$ cat src/rtl/axis_msg_arbiter.sv
// Round-robin arbiter funnelling NUM_SRC AXI-Stream sources into one msg_parser input.
// Packets are locked to one source until tlast; overlong packets are truncated and drained.
module axis_msg_arbiter #(
    parameter int unsigned NUM_SRC    = 4,
    parameter int unsigned DATA_BYTES = 8,
    parameter int unsigned MAX_BEATS  = 4
) (
    input  logic                               clk,
    input  logic                               rst,
    input  logic [NUM_SRC-1:0]                 s_tvalid,
    output logic [NUM_SRC-1:0]                 s_tready,
    input  logic [NUM_SRC-1:0]                 s_tlast,
    input  logic [NUM_SRC*8*DATA_BYTES-1:0]    s_tdata,
    input  logic [NUM_SRC*DATA_BYTES-1:0]      s_tkeep,
    input  logic [NUM_SRC-1:0]                 s_tuser,
    output logic                               m_tvalid,
    input  logic                               m_tready,
    output logic                               m_tlast,
    output logic                               m_tuser,
    output logic [8*DATA_BYTES-1:0]            m_tdata,
    output logic [DATA_BYTES-1:0]              m_tkeep,
    output logic                               grant_valid,
    output logic [$clog2(NUM_SRC)-1:0]         grant_id,
    output logic                               trunc_err
);

    localparam int unsigned DW    = 8 * DATA_BYTES;
    localparam int unsigned ID_W  = $clog2(NUM_SRC);
    localparam int unsigned CNT_W = 16;
    localparam logic [CNT_W-1:0] LAST_IDX = CNT_W'(MAX_BEATS - 1);

    typedef enum logic [1:0] {
        IDLE,
        XFER,
        DRAIN
    } state_t;

    state_t            state;
    state_t            state_nxt;
    logic [ID_W-1:0]   last_grant;
    logic [ID_W-1:0]   last_grant_nxt;
    logic [ID_W-1:0]   grant_nxt;
    logic [CNT_W-1:0]  beat_cnt;
    logic [CNT_W-1:0]  beat_cnt_nxt;
    logic [ID_W-1:0]   rr_pick;
    logic              at_limit;

    // Lowest-distance requester above base wins; scanning downward leaves the nearest one.
    function automatic logic [ID_W-1:0] rr_next(input logic [ID_W-1:0] base,
                                                 input logic [NUM_SRC-1:0] req);
        logic [ID_W-1:0] pick;
        logic [ID_W-1:0] idx;
        pick = base;
        for (int i = int'(NUM_SRC); i >= 1; i--) begin
            idx = ID_W'((32'(base) + 32'(i)) % NUM_SRC);
            if (req[idx]) begin
                pick = idx;
            end
        end
        return pick;
    endfunction

    assign rr_pick     = rr_next(last_grant, s_tvalid);
    assign at_limit    = (beat_cnt == LAST_IDX);
    assign grant_valid = (state != IDLE);

    always_ff @(posedge clk) begin
        if (!rst) begin
            state      <= IDLE;
            grant_id   <= '0;
            last_grant <= ID_W'(NUM_SRC - 1);
            beat_cnt   <= '0;
        end else begin
            state      <= state_nxt;
            grant_id   <= grant_nxt;
            last_grant <= last_grant_nxt;
            beat_cnt   <= beat_cnt_nxt;
        end
    end

    // Zero-latency pass-through of the granted source plus next-state selection.
    always_comb begin
        state_nxt      = state;
        grant_nxt      = grant_id;
        last_grant_nxt = last_grant;
        beat_cnt_nxt   = beat_cnt;
        s_tready       = '0;
        m_tvalid       = 1'b0;
        m_tlast        = 1'b0;
        m_tuser        = 1'b0;
        trunc_err      = 1'b0;
        m_tdata        = s_tdata[grant_id*DW +: DW];
        m_tkeep        = s_tkeep[grant_id*DATA_BYTES +: DATA_BYTES];

        case (state)
            IDLE: begin
                beat_cnt_nxt = '0;
                if (|s_tvalid) begin
                    grant_nxt      = rr_pick;
                    last_grant_nxt = rr_pick;
                    state_nxt      = XFER;
                end
            end
            XFER: begin
                m_tvalid           = s_tvalid[grant_id];
                s_tready[grant_id] = m_tready;
                // The limit beat is forced to close the packet and flag it as errored.
                m_tlast            = s_tlast[grant_id] | at_limit;
                m_tuser            = s_tuser[grant_id] | (at_limit & ~s_tlast[grant_id]);
                if (m_tvalid && m_tready) begin
                    beat_cnt_nxt = beat_cnt + CNT_W'(1);
                    if (at_limit && !s_tlast[grant_id]) begin
                        trunc_err = 1'b1;
                        state_nxt = DRAIN;
                    end else if (s_tlast[grant_id]) begin
                        state_nxt = IDLE;
                    end
                end
            end
            DRAIN: begin
                s_tready[grant_id] = 1'b1;
                if (s_tvalid[grant_id] && s_tlast[grant_id]) begin
                    state_nxt = IDLE;
                end
            end
            default: begin
                state_nxt = IDLE;
            end
        endcase
    end

endmodule

$ cat config.mk
export PLATFORM = sky130hd
export DESIGN_NAME = axis_msg_arbiter
export DESIGN_NICKNAME = d
export VERILOG_FILES = /design/src/rtl/axis_msg_arbiter.sv
export SDC_FILE = /design/constraint.sdc
export NUM_CORES = 1
export LEC_CHECK = 0
export CORE_AREA = 3 3 149 151
export CTS_CLUSTER_DIAMETER = 100
export CTS_CLUSTER_SIZE = 25
export DETAILED_ROUTE_END_ITERATION = 16
export DIE_AREA = 0 0 152 154
export PLACE_DENSITY = 0.57
export SLEW_MARGIN = 5
export SYNTH_ARGS = -nofsm -noshare
export SYNTH_HDL_FRONTEND = slang
export SYNTH_SLANG_ARGS = --single-unit
$ cat constraint.sdc
create_clock -name clk -period 2.15 [get_ports clk]
set_input_delay 0.215 -clock clk [delete_from_list [all_inputs] [get_ports clk]]
set_output_delay 0.215 -clock clk [all_outputs]
set_load 0.01 [all_outputs]
==> results.json <==
{
  "maxSlewViolCount": 0,
  "synth_top_area_share_pct": 54.3,
  "path_class": "reg2out",
  "root_buffer": "clkbuf_16",
  "switchingPower_w": 0.00208,
  "fmax_mhz": 475,
  "dieArea_um2": 23400,
  "post-synth-top-count-cell": "mux4_2",
  "num_rows": 53,
  "irDropWorstVdd_v": 0.000407,
  "cts_max_level": 1,
  "worstHoldEndpoint": "state[1]",
  "final_nets": 981,
  "grt.total_usage_pct": 15.1,
  "synth_top_area_cell": "mux4_2",
  "syn-instance-count": 248,
  "path_max_fanout": 15,
  "synth-async-reset-ratio_pct": 0,
  "maxSlewHeadroom_pct": 67.0,
  "cts_sinks": 22,
  "endpoint_kind": "output port",
  "n_antenna_cell": 0,
  "cp_data_arrival_time_ns": 1.89,
  "cts_hold_buffers": 0,
  "yosys.cell_types.count": 45,
  "die_h_um": 154,
  "grt_pass1_vias": 4564,
  "post_drt_wl_per_cell_um": 19.9,
  "synth_edf_count": 0,
  "maxCapViolations": 0,
  "first_pass_iters": 4,
  "p_seq_share_pct": 9.2,
  "final_cells": 947,
  "period_minus_slack_ns": 2.10,
  "p_sw_share_pct": 36.9,
  "finalSetupViolations": 0,
  "syn_area_um2": 3110,
  "nFillCells": 2067,
  "drc": 0,
  "grt_pass1_wl_um": 28000,
  "hp-start": "state[1]",
  "area_growth_pct": 151,
  "drive_gt1_share_pct": 24.4,
  "regToRegEndpoint": "beat_cnt[12]",
  "via_count": 4194,
  "coreArea_um2": 21000,
  "io_buffers": 385,
  "worstMarginPinSlew_ns": 0.482,
  "hold_class": "reg2reg",
  "hold_viol": 0,
  "synth_area_leaders": "mux4_2 54%, dfxtp_1 14%, xnor2_1 3.7%",
  "die_w_um": 152,
  "worstSkewPairLatency_ns": 0.25,
  "detail-route-antenna-nets": 0,
  "p_per_area_nw_per_um2": 723,
  "first_iter_violations": 164,
  "grt_overflow": 0,
  "start_kind": "flip-flop",
  "synth_ff_type": "dfxtp_1",
  "design_area_um2": 7810,
  "multi_input_area_um2": 2580,
  "register_area_um2": 448,
  "ys_warn_count": 0,
  "rsz0062_at_grt": "false",
  "synth_fp_nets": 555,
  "routed_via_density": 4.43,
  "initial_core_util_pct": 14.9,
  "antenna_found_initial": 1,
  "cts_tree": "done",
  "hpwl_um": 16500,
  "place.gp.congestion": 1.01,
  "p_clk_share_pct": 6.8,
  "r2r_start": "grant_id[0]",
  "p_int_w": 0.00356,
  "clock_skew_ns": 0.00270,
  "p_comb_share_pct": 84.0,
  "place_area_um2": 7630,
  "r2r_cells": 9,
  "drt-total-wl_um": 18800,
  "synth_seq_cells": 22,
  "run_status": "completed",
  "min_path_cells": 2,
  "dp_cells": 925,
  "cellLeakagePower_nw": 2.93,
  "ys_seq_area_share_pct": 14.1,
  "fin_crit_sh_pct": 97.8,
  "pin_count": 386,
  "crit_required_ns": 1.93,
  "numCtsBuffers": 3,
  "synthTopCellsByCount": "75 x mux4_2, 22 x dfxtp_1, 15 x nand2_1, 14 x nor2_1, 13 x xnor2_1",
  "cts.reportedPaths.clkPinSlew_ns": 0.06,
  "worst-r2r-setup-slack_ns": 0.16,
  "clockBufferDepth": 2,
  "grt_max_degree": 45,
  "avgSynthCellArea_um2": 12.6
}
## power groups by stage
stage / registers (W) / logic (W) / clock network [W]
floorplan: 0.000489 / 0.00234 / 0
global placement: 0.000521 / 0.00494 / 0
detailed placement: 0.000527 / 0.00495 / 0
CTS: 0.000518 / 0.00471 / 0.000402
global route: 0.000526 / 0.00506 / 0.000416
finish: 0.000518 / 0.00475 / 0.000385
## area by class of cell
type	count	area share [%]
clock buffer	3	0.961
inverter	5	0.240
multi-input combinational	198	33.1
sequential	22	5.73
tap	275	4.40
timing repair buffer	444	55.6
## cells in the final DEF (no fill, tap or decap), types with 6 or more instances in the layout
| master | instances |
|---|---|
| nor2_1 | 14 |
| nand2_1 | 15 |
| buf_4 | 43 |
| xnor2_1 | 13 |
| dlymetal6s2s_1 | 6 |
| dlygate4sd2_1 | 53 |
| buf_12 | 11 |
| nor3b_1 | 7 |
| clkdlybuf4s50_1 | 306 |
| mux4_2 | 75 |
| dfxtp_1 | 20 |
| buf_2 | 10 |
| clkdlybuf4s15_1 | 8 |
## layer usage
metal / GRT usage [%] / share of wire, % / vias up
met4: 1.37 / 0.63 / 2
met2: 28.8 / 54 / 246
met1: 17.3 / 37 / 2035
met5: 0 / 0.069 / -
li1: - / - / 1899
met3: 4.39 / 8.3 / 12
## registers in the layout (all words and copies together), names as in the netlist
register	cells
beat_cnt	16
grant_id	2
last_grant	2
state	2
## stage by stage
stage | hold WS [ns] | setup slack (ns) | utilization, % | TNS [ns] | power, W
finish | 0.497 | 0.0467 | 37.3 | 0 | 0.00565
global route | 0.510 | 0.00230 | 37.3 | 0 | 0.00600
CTS | 0.495 | 0.000308 | 36.9 | 0 | 0.00563
global placement | 0.462 | -0.262 | 36.4 | -0.554 | 0.00546
floorplan | 0.372 | 0.221 | - | 0 | 0.00283
detailed placement | 0.483 | -0.310 | 36.4 | -0.634 | 0.00548
## kinds of logic (layout without fill, tap and decap cells)
family	after synthesis	after routing	share of synthesized area, %
multiplexers	77	77	54.9
adder cells (fa/ha/maj)	4	4	1.61
flip-flops	22	22	14.1
AND/OR/NAND/NOR	77	77	15.2
XOR/XNOR	13	13	3.66
buffers and inverters	28	452	4.18
AO/OA/AOI/OAI	27	27	6.31
## worst max path at each step
stage	slack, ns	to	start
5_1_grt	0.002	m_tdata[17]	grant_id[0]
3_3_place_gp	-0.26	trunc_err	s_tlast[3]
2_1_floorplan	0.22	m_tdata[10]	grant_id[0]
6_report	0.05	m_tdata[53]	grant_id[0]
3_5_place_dp	-0.31	trunc_err	s_tlast[3]
4_1_cts	0.0003	m_tdata[46]	grant_id[0]
## worst max-delay path, stage by stage (launching register included)
cell	delay [ns]
dfxtp_4	0.35
buf_4	0.13
buf_12	0.16
mux4_2	0.50
clkdlybuf4s50_1	0.49
## what timing repair did
action,4_1_cts,5_1_grt
buffers inserted,9,10
pin swaps,2,2
setup endpoints to repair,80,49
gates cloned,0,0
resized for setup,107,27
Note: power is estimated with default switching activity, not from simulation.
